File: src/rtl/control_pkg.sv
// Shared definitions for the instruction-sequencing control unit:
// state encoding, opcode map, ALU select codes and the control word layout.
package control_pkg;

    typedef enum logic [3:0] {
        ST_INIT   = 4'd0,
        ST_FETCH  = 4'd1,
        ST_DECODE = 4'd2,
        ST_NOOP   = 4'd3,
        ST_LOAD_A = 4'd4,
        ST_LOAD_B = 4'd5,
        ST_STORE  = 4'd6,
        ST_ADD    = 4'd7,
        ST_SUB    = 4'd8,
        ST_HALT   = 4'd9
    } state_t;

    localparam logic [3:0] OP_NOOP  = 4'b0000;
    localparam logic [3:0] OP_STORE = 4'b0001;
    localparam logic [3:0] OP_LOAD  = 4'b0010;
    localparam logic [3:0] OP_ADD   = 4'b0011;
    localparam logic [3:0] OP_SUB   = 4'b0100;
    localparam logic [3:0] OP_HALT  = 4'b0101;

    localparam logic [2:0] ALU_PASS0 = 3'b000;
    localparam logic [2:0] ALU_ADD   = 3'b001;
    localparam logic [2:0] ALU_SUB   = 3'b010;

    typedef struct packed {
        logic       pc_clr;
        logic       ir_ld;
        logic       pc_up;
        logic [7:0] d_addr;
        logic       d_wr;
        logic       rf_s;
        logic [3:0] rf_w_addr;
        logic [3:0] rf_ra_addr;
        logic [3:0] rf_rb_addr;
        logic       rf_w_en;
        logic [2:0] alu_s0;
    } ctrl_t;

    // Unassigned opcodes fall through to the NoOp path.
    function automatic state_t decode_target(input logic [3:0] opcode);
        case (opcode)
            OP_NOOP:  return ST_NOOP;
            OP_STORE: return ST_STORE;
            OP_LOAD:  return ST_LOAD_A;
            OP_ADD:   return ST_ADD;
            OP_SUB:   return ST_SUB;
            OP_HALT:  return ST_HALT;
            default:  return ST_NOOP;
        endcase
    endfunction

endpackage

File: src/rtl/control_unit.sv
// Moore control FSM: fetch / decode / execute sequencing for a small
// load-store datapath. Outputs depend only on the current state and IR fields.
module control_unit
    import control_pkg::*;
(
    input  logic        Clk,
    input  logic        Reset,
    input  logic [15:0] IR,
    output logic        PC_clr,
    output logic        IR_Ld,
    output logic        PC_Up,
    output logic [7:0]  D_Addr,
    output logic        D_Wr,
    output logic        RF_s,
    output logic [3:0]  RF_W_addr,
    output logic [3:0]  RF_Ra_addr,
    output logic [3:0]  RF_Rb_addr,
    output logic        RF_W_en,
    output logic [2:0]  ALU_s0,
    output logic [3:0]  OutState
);

    state_t state_q;
    state_t state_d;
    ctrl_t  ctrl;

    // NOTE: sequential state uses non-blocking assignment so every flop
    // samples its pre-edge inputs; the async reset drops straight to Init.
    always_ff @(posedge Clk or posedge Reset) begin
        if (Reset) begin
            state_q <= ST_INIT;
        end else begin
            state_q <= state_d;
        end
    end

    // NOTE: each always_comb assigns a default first so no path infers a latch.
    always_comb begin
        state_d = state_q;
        case (state_q)
            ST_INIT:   state_d = ST_FETCH;
            ST_FETCH:  state_d = ST_DECODE;
            ST_DECODE: state_d = decode_target(IR[15:12]);
            ST_NOOP:   state_d = ST_FETCH;
            ST_LOAD_A: state_d = ST_LOAD_B;
            ST_LOAD_B: state_d = ST_FETCH;
            ST_STORE:  state_d = ST_FETCH;
            ST_ADD:    state_d = ST_FETCH;
            ST_SUB:    state_d = ST_FETCH;
            ST_HALT:   state_d = ST_HALT;
            default:   state_d = ST_INIT;
        endcase
    end

    // IR feeds only address fields, never the PC / IR strobes.
    always_comb begin
        ctrl = '0;
        case (state_q)
            ST_INIT: begin
                ctrl.pc_clr = 1'b1;
            end
            ST_FETCH: begin
                ctrl.ir_ld = 1'b1;
                ctrl.pc_up = 1'b1;
            end
            ST_STORE: begin
                ctrl.d_addr     = IR[7:0];
                ctrl.rf_ra_addr = IR[11:8];
                ctrl.d_wr       = 1'b1;
            end
            ST_LOAD_A: begin
                ctrl.d_addr = IR[11:4];
                ctrl.rf_s   = 1'b1;
            end
            ST_LOAD_B: begin
                ctrl.d_addr    = IR[11:4];
                ctrl.rf_s      = 1'b1;
                ctrl.rf_w_addr = IR[3:0];
                ctrl.rf_w_en   = 1'b1;
            end
            ST_ADD, ST_SUB: begin
                ctrl.rf_ra_addr = IR[11:8];
                ctrl.rf_rb_addr = IR[7:4];
                ctrl.rf_w_addr  = IR[3:0];
                ctrl.alu_s0     = (state_q == ST_ADD) ? ALU_ADD : ALU_SUB;
                ctrl.rf_w_en    = 1'b1;
            end
            default: begin
                ctrl = '0;
            end
        endcase
    end

    assign PC_clr     = ctrl.pc_clr;
    assign IR_Ld      = ctrl.ir_ld;
    assign PC_Up      = ctrl.pc_up;
    assign D_Addr     = ctrl.d_addr;
    assign D_Wr       = ctrl.d_wr;
    assign RF_s       = ctrl.rf_s;
    assign RF_W_addr  = ctrl.rf_w_addr;
    assign RF_Ra_addr = ctrl.rf_ra_addr;
    assign RF_Rb_addr = ctrl.rf_rb_addr;
    assign RF_W_en    = ctrl.rf_w_en;
    assign ALU_s0     = ctrl.alu_s0;
    assign OutState   = state_q;

endmodule

File: config.mk
export PLATFORM = sky130hd
export DESIGN_NAME = control_unit
export DESIGN_NICKNAME = d
export VERILOG_FILES = /design/src/rtl/control_pkg.sv /design/src/rtl/control_unit.sv
export SDC_FILE = /design/constraint.sdc
export NUM_CORES = 1
export LEC_CHECK = 0
export ABC_CLOCK_PERIOD_IN_PS = 3500
export BUFFER_PORTS_ARGS = -buffer_cell sky130_fd_sc_hd__buf_4
export CAP_MARGIN = 30
export CORE_MARGIN = 1.5
export CORE_UTILIZATION = 37
export CTS_CLUSTER_SIZE = 14
export DETAILED_ROUTE_END_ITERATION = 16
export PLACE_DENSITY = 0.86
export SETUP_SLACK_MARGIN = 0.1
export SYNTH_ARGS = -nofsm -noshare
export SYNTH_HDL_FRONTEND = slang
export SYNTH_SLANG_ARGS = --single-unit
export TNS_END_PERCENT = 30
File: constraint.sdc
create_clock -name Clk -period 3.5 [get_ports Clk]
set_input_delay 0.7 -clock Clk [delete_from_list [all_inputs] [get_ports Clk]]
set_output_delay 0.7 -clock Clk [all_outputs]
set_load 0.05 [all_outputs]
==> results by group, run 1 <==
Final layout
  – Share of cells above drive strength 1: slightly above 50%
  – Fill count: about 120
  – Number of flip-flops in the largest register: 4
  – Antenna Diode Count: 0
  – Final core utilization: 67.6%
  – Nets: 130
  – Finished layout cell area: a little under 900 um^2
  – Area grow syn2layout: 72.3%

Yosys
  – Post-synthesis sequential area ratio: between 10% and 20%
  – Synth cell types: 29
  – Register bit total from synthesis: 4
  – Synth area leaders: dfrtp_1 (20%), and2_1 (15%), a22o_1 (14%)
  – EDFF count, synth: 0
  – Syn Nets: 82
  – Mapped Avg Cell Area: 7.98 um^2
  – Post-Synthesis Cells: 64
  – Ys async rst share: 100%
  – Yosys warnings: 0
  – Synthesized cell area: slightly above 500 um^2
  – Post-synth top area cell: dfrtp_1
  – Main synth FF type: dfrtp_1
  – Top-area cell type share of the netlist area: 19.6%

Floorplanning
  – Core area: approximately 1300 um^2
  – Number of I/O pins: slightly above 50
  – Die ar.: between 1500 and 2000 um^2
  – Initial core utilization: 39.2%
  – Number of core rows: 13
  – Die W: 40.1 um
  – DIE HEIGHT: between 40 and 50 um

CTS
  – CTS tree: done
  – CTS root buffer: clkbuf_4
  – Htree depth: 1
  – Resize count post-CTS: 0
  – Num Clock Sinks: 4
  – Clock Tree Buf Depth: 2
  – Worst skew pair latency: about 240 ps
  – Setup bufs post-CTS: 0
  – Clock-pin slew on the worst setup and hold paths: roughly 40 ps
  – Post-CTS Hold Fix Bufs: 0
  – CTS Buf Count: 3

Timing
  – Highest achievable clock rate: between 400 and 500 MHz
  – Setup slack after layout: ~1000 ps
  – Tightest Pin Transition: about 570 ps
  – Setup Skew: 10.4 ps
  – RSZ-0062 raised after global routing: no
  – Setup TNS after final layout: 0 ps
  – Worst slew margin: between 60 and 70%
  – Final hold violation count: 0
  – # setup viols final: 0
  – Pins Over Slew Limit: 0
  – Post-route minimum period: between 2000 and 2500 ps
  – Tcrit/Tclk final: between 70% and 80%

Pwr
  – Lkg Pwr: 0.476 nW
  – VDD IR max: around 0.56 mV
  – Tot Pwr: roughly 530 uW
  – Pwr/cell area: 601 nW/um^2

Global route
  – Initial antenna violation count: 0
  – GRT overflow: 0
  – GRT Total Usage: between 10% and 20%
  – First-pass GRT wire length: between 2 and 2.5 mm
  – Vias in the first global route: 492
  – Largest net degree at the start of global routing: 15

Hold path
  – Hold crit path type: in2async

Place
  – Pre-CTS WS: roughly 1200 ps
  – Placed Area: approximately 860 um^2
  – DP Wirelength: roughly 1.3 mm
  – I/O Buffers: 49
  – GPL Wtd Cong: just under 0.7

Outcome
  – Status: finished clean

Route
  – Drt drc: 0
  – Detailed Routing Iterations Pass 1: 3
  – Final ANT Viol Nets: 0
  – Starting DRT DRC Count: 8
  – Vias per inst: 5.35
  – Routed wire length: around 1.5 mm
  – Via Count: between 600 and 700
  – Post-DR wirelength/cell: between 10 and 15 um

Setup path
  – FF-to-FF path depth: 3
  – Required @ worst endpoint: 2800 ps
  – CP arrival: between 1500 and 2000 ps
  – Crit path kind: reg2out
  – Crit. End Element: output port
  – CP Max Fanout: 11
  – Startpoint Class: flip-flop

Job
  – Max-Cap Viols: 0
synthesized netlist by cell type (2+ instances only):
| library cell | n |
|---|---|
| and2_1 | 12 |
| a22o_1 | 8 |
| dfrtp_1 | 4 |
| nand2b_1 | 4 |
| inv_1 | 3 |
| nand3b_1 | 3 |
| o21ai_0 | 3 |
| a21oi_1 | 2 |
| buf_2 | 2 |
| buf_4 | 2 |
| nand2_1 | 2 |
| nor3_1 | 2 |
placed cells by master (no fill, tap or decap), drive strengths merged, types with 2 or more instances in the layout:
cell,Yosys,layout
buf,5,49
and2,12,12
a22o,8,8
dfrtp,4,4
nand2b,4,4
nand3b,3,3
inv,3,3
o21ai,3,3
clkbuf,1,3
nand2,3,3
nor3,2,2
a21oi,2,2
kinds of logic (layout without fill, tap and decap cells):
logic type	after synthesis	in the layout	share of synthesized area [%]
AOI/OAI and AO/OA	16	16	23.5
xor gates and xnor gates	1	1	1.72
buffers and inverters	9	55	10.0
DFF	4	4	19.6
other	1	1	0.735
and+or+nand+nor	33	33	44.4
final timing paths:
kind | slack (ps) | endpoint | startpoint
worst min register to register | 650 | OutState[2] | OutState[3]
min in group Clk | 650 | OutState[2] | OutState[3]
worst max register to register | 2070 | OutState[3] | OutState[0]
max in group asynchronous | 3000 | OutState[0] | Reset
worst max-delay path | 1010 | RF_Rb_addr[2] | OutState[0]
worst min-delay path | 340 | OutState[2] | Reset
power breakdown:
group          total (mW)  internal, mW  leakage [nW]  switching, mW
Sequential          0.104        0.0608        0.0507         0.0430
Combinational       0.367         0.118         0.411          0.249
Clock              0.0581        0.0384        0.0138         0.0197
per-layer routing:
layer / vias up / track usage [%] / wire length [um]
li1: 326 / - / -
met1: 300 / 19.9 / 541
met2: 41 / 35.5 / 742
met3: 2 / 5.00 / 224
met4: 0 / 12.9 / 19
met5: - / 0 / 0
worst max-delay path: stages, from the launching register on:
cell and delay (ps):
dfrtp_1 480, or4b_4 610, nand2b_1 140, and2_1 140
buf_4 190
per-stage QoR:
step	hold WS, ps	instances
global route	352	125
floorplan	466	64
global placement	594	122
finish	340	125
detailed placement	596	122
CTS	334	125
cell type report:
class                   instances  area (um^2)  share of cell area (%)
flip-flops and latches          4          100                    11.4
multi-input cells              51          359                    40.8
clock buffers                   3         22.5                    2.56
well taps                      15         18.8                    2.13
repair buffers                 49          368                    41.8
inverters                       3         11.3                    1.28
(Power assumes the default switching activity.)
==> inputs of run 2 (changes only) <==
--- a/config.mk
+++ b/config.mk
@@ -5,14 +5,14 @@
 export SDC_FILE = /design/constraint.sdc
 export NUM_CORES = 1
 export LEC_CHECK = 0
-export ABC_CLOCK_PERIOD_IN_PS = 3500
+export ABC_CLOCK_PERIOD_IN_PS = 2280
 export BUFFER_PORTS_ARGS = -buffer_cell sky130_fd_sc_hd__buf_4
 export CAP_MARGIN = 30
 export CORE_MARGIN = 1.5
-export CORE_UTILIZATION = 37
+export CORE_UTILIZATION = 31
 export CTS_CLUSTER_SIZE = 14
 export DETAILED_ROUTE_END_ITERATION = 16
-export PLACE_DENSITY = 0.86
+export PLACE_DENSITY = 0.77
 export SETUP_SLACK_MARGIN = 0.1
 export SYNTH_ARGS = -nofsm -noshare
 export SYNTH_HDL_FRONTEND = slang
==> constraint.sdc (replaced) <==
create_clock -name Clk -period 2.28 [get_ports Clk]
set_input_delay 0.456 -clock Clk [delete_from_list [all_inputs] [get_ports Clk]]
set_output_delay 0.456 -clock Clk [all_outputs]
set_load 0.05 [all_outputs]
==> run 2 against run 1 <==
Net effect: register-to-register slack got worse by 1300 ps; sequential power increased by 9.6%; clock-buffer cell count unchanged; non-clock buffer count increased by 6; cell area increased by 20%; power increased by 71%; critical endpoint is now RF_Rb_addr[0]; highest routed layer is now met3.
==> results by group, run 2 (synthesis results as in run 1) <==
Outcome
  – Status: finished clean

Timing
  – Highest achievable clock rate: 465 MHz
  – Final hold violation count: 0
  – Setup TNS after final layout: 0 ps
  – RSZ-0062 raised after global routing: yes
  – # setup viols final: 0
  – Post-route minimum period: approximately 2100 ps
  – Pins Over Slew Limit: 0
  – Tcrit/Tclk final: a little over nine tenths
  – Setup slack after layout: about 130 ps
  – Setup Skew: 4.79 ps

Setup path
  – Crit path max-delay family: simple AND/OR/NAND/NOR gates
  – CP Max Fanout: 4
  – Crit-path cells: or4b_4 -> nand2b_1 -> and2_2 -> buf_4
  – CP arrival: between 1500 and 2000 ps
  – Max incr delay on CP: approximately 580 ps
  – Crit path kind: reg2out
  – Crit. End Element: output port
  – Slowest CP cell: or4b_4
  – WP buf/inv: 1
  – Startpoint Class: flip-flop
  – Required @ worst endpoint: 1820 ps

CTS
  – Resize count post-CTS: 0
  – Clock-pin slew on the worst setup and hold paths: 40 ps
  – Num Clock Sinks: 4
  – Clock Tree Buf Depth: 2
  – CTS Buf Count: 3
  – Htree depth: 1
  – CTS root buffer: clkbuf_4
  – Worst skew pair latency: between 200 and 250 ps
  – CTS tree: done

Final layout
  – Antenna Diode Count: 0
  – Share of cells above drive strength 1: between 70% and 80%
  – Number of flip-flops in the largest register: 4
  – Fill count: 120
  – Area grow syn2layout: 107%
  – Most frequent cells in the layout: buf_4 (54), a22o_4 (8), and2_2 (8)
  – Commonest non-fill, non-tap cell in the layout: buf_4
  – Nets: 136

Place
  – I/O Buffers: 49
  – GPL Wtd Cong: between 0.7 and 0.8
  – DP Wirelength: 1.53 mm
  – Pre-CTS WS: 317 ps

Pwr
  – Pwr/cell area: between 800 and 900 nW/um^2
  – Lkg Pwr: 0.567 nW
  – VDD IR max: about 0.9 mV

Global route
  – Largest net degree at the start of global routing: 13
  – Vias in the first global route: ~670
  – First-pass GRT wire length: between 2 and 3 mm
  – Initial antenna violation count: 0
  – GRT Total Usage: approximately a fifth
  – GRT overflow: 0

Route
  – Detailed Routing Iterations Pass 1: 4
  – Final ANT Viol Nets: 0
  – Vias per inst: ~5.2
  – Post-DR wirelength/cell: between 10 and 15 um
  – Drt drc: 0
  – Via Count: just under 700
  – Starting DRT DRC Count: 6
  – Routed wire length: between 1.5 and 2 mm

Floorplanning
  – Die ar.: about 1900 um^2
  – DIE HEIGHT: roughly 44 um
  – Initial core utilization: around a third
  – Die W: roughly 44 um
  – Number of I/O pins: 51
  – Number of core rows: 14
  – Core area: between 1500 and 2000 um^2

Hold path
  – Hold crit path type: in2async

Job
  – Max-Cap Viols: 0
==> run 2: cell type report <==
type | instances | area, um^2 | share of cell area (%)
Multi-Input combinational cell | 51 | 473 | 44.7
Timing Repair Buffer | 55 | 425 | 40.2
Sequential cell | 4 | 105 | 9.94
Clock buffer | 3 | 22.5 | 2.13
Tap cell | 16 | 20.0 | 1.89
Inverter | 3 | 11.3 | 1.07
==> run 2: worst paths after layout <==
| path | startpoint | to | slack, ps | cells after the start |
|---|---|---|---|---|
| max | OutState[0] | RF_Rb_addr[0] | 130 | 4 |
| min | Reset | OutState[0] | 110 | 2 |
| max reg2reg | OutState[0] | OutState[3] | 820 | 4 |
| min reg2reg | OutState[3] | OutState[2] | 630 | 2 |
| max in group asynchronous | Reset | OutState[3] | 2000 | 2 |
| min in group Clk | IR[15] | OutState[3] | 530 | 3 |
==> run 2: repair_timing <==
item,4_1_cts,5_1_grt
setup buffers,1,1
hold buffers,0,0
setup endpoints to repair,12,16
pin swaps,0,1
==> run 2: worst register-to-register path, cell delays in order, from the launching register on <==
cell,delay [ps]
dfrtp_2,400
buf_4,180
nand2b_1,160
or4_1,460
a21oi_1,160
==> run 2: per-layer routing <==
layer	vias to the layer above	GRT usage (%)	part of all wire, %
li1	335	-	-
met1	332	23.0	38
met2	23	38.8	57
met3	0	2.50	5.0
met4	0	7.27	0
met5	-	0	0
==> run 2: report_power, final <==
group / internal, mW / switching [mW]
Combinational: 0.234 / 0.469
Clock: 0.0588 / 0.0278
Sequential: 0.0981 / 0.0163
Total: 0.391 / 0.513
==> run 2: stage by stage <==
step	util, %	std cells	instance area, um^2	power [mW]	hold WS [ps]
after floorplan	-	64	642	0.641	222
after global placement	66.1	127	1010	0.801	344
after detailed placement	66.1	127	1010	0.815	358
final	69.4	132	1060	0.904	110
after CTS	68.1	131	1040	0.909	107
after global routing	69.4	132	1060	0.954	112
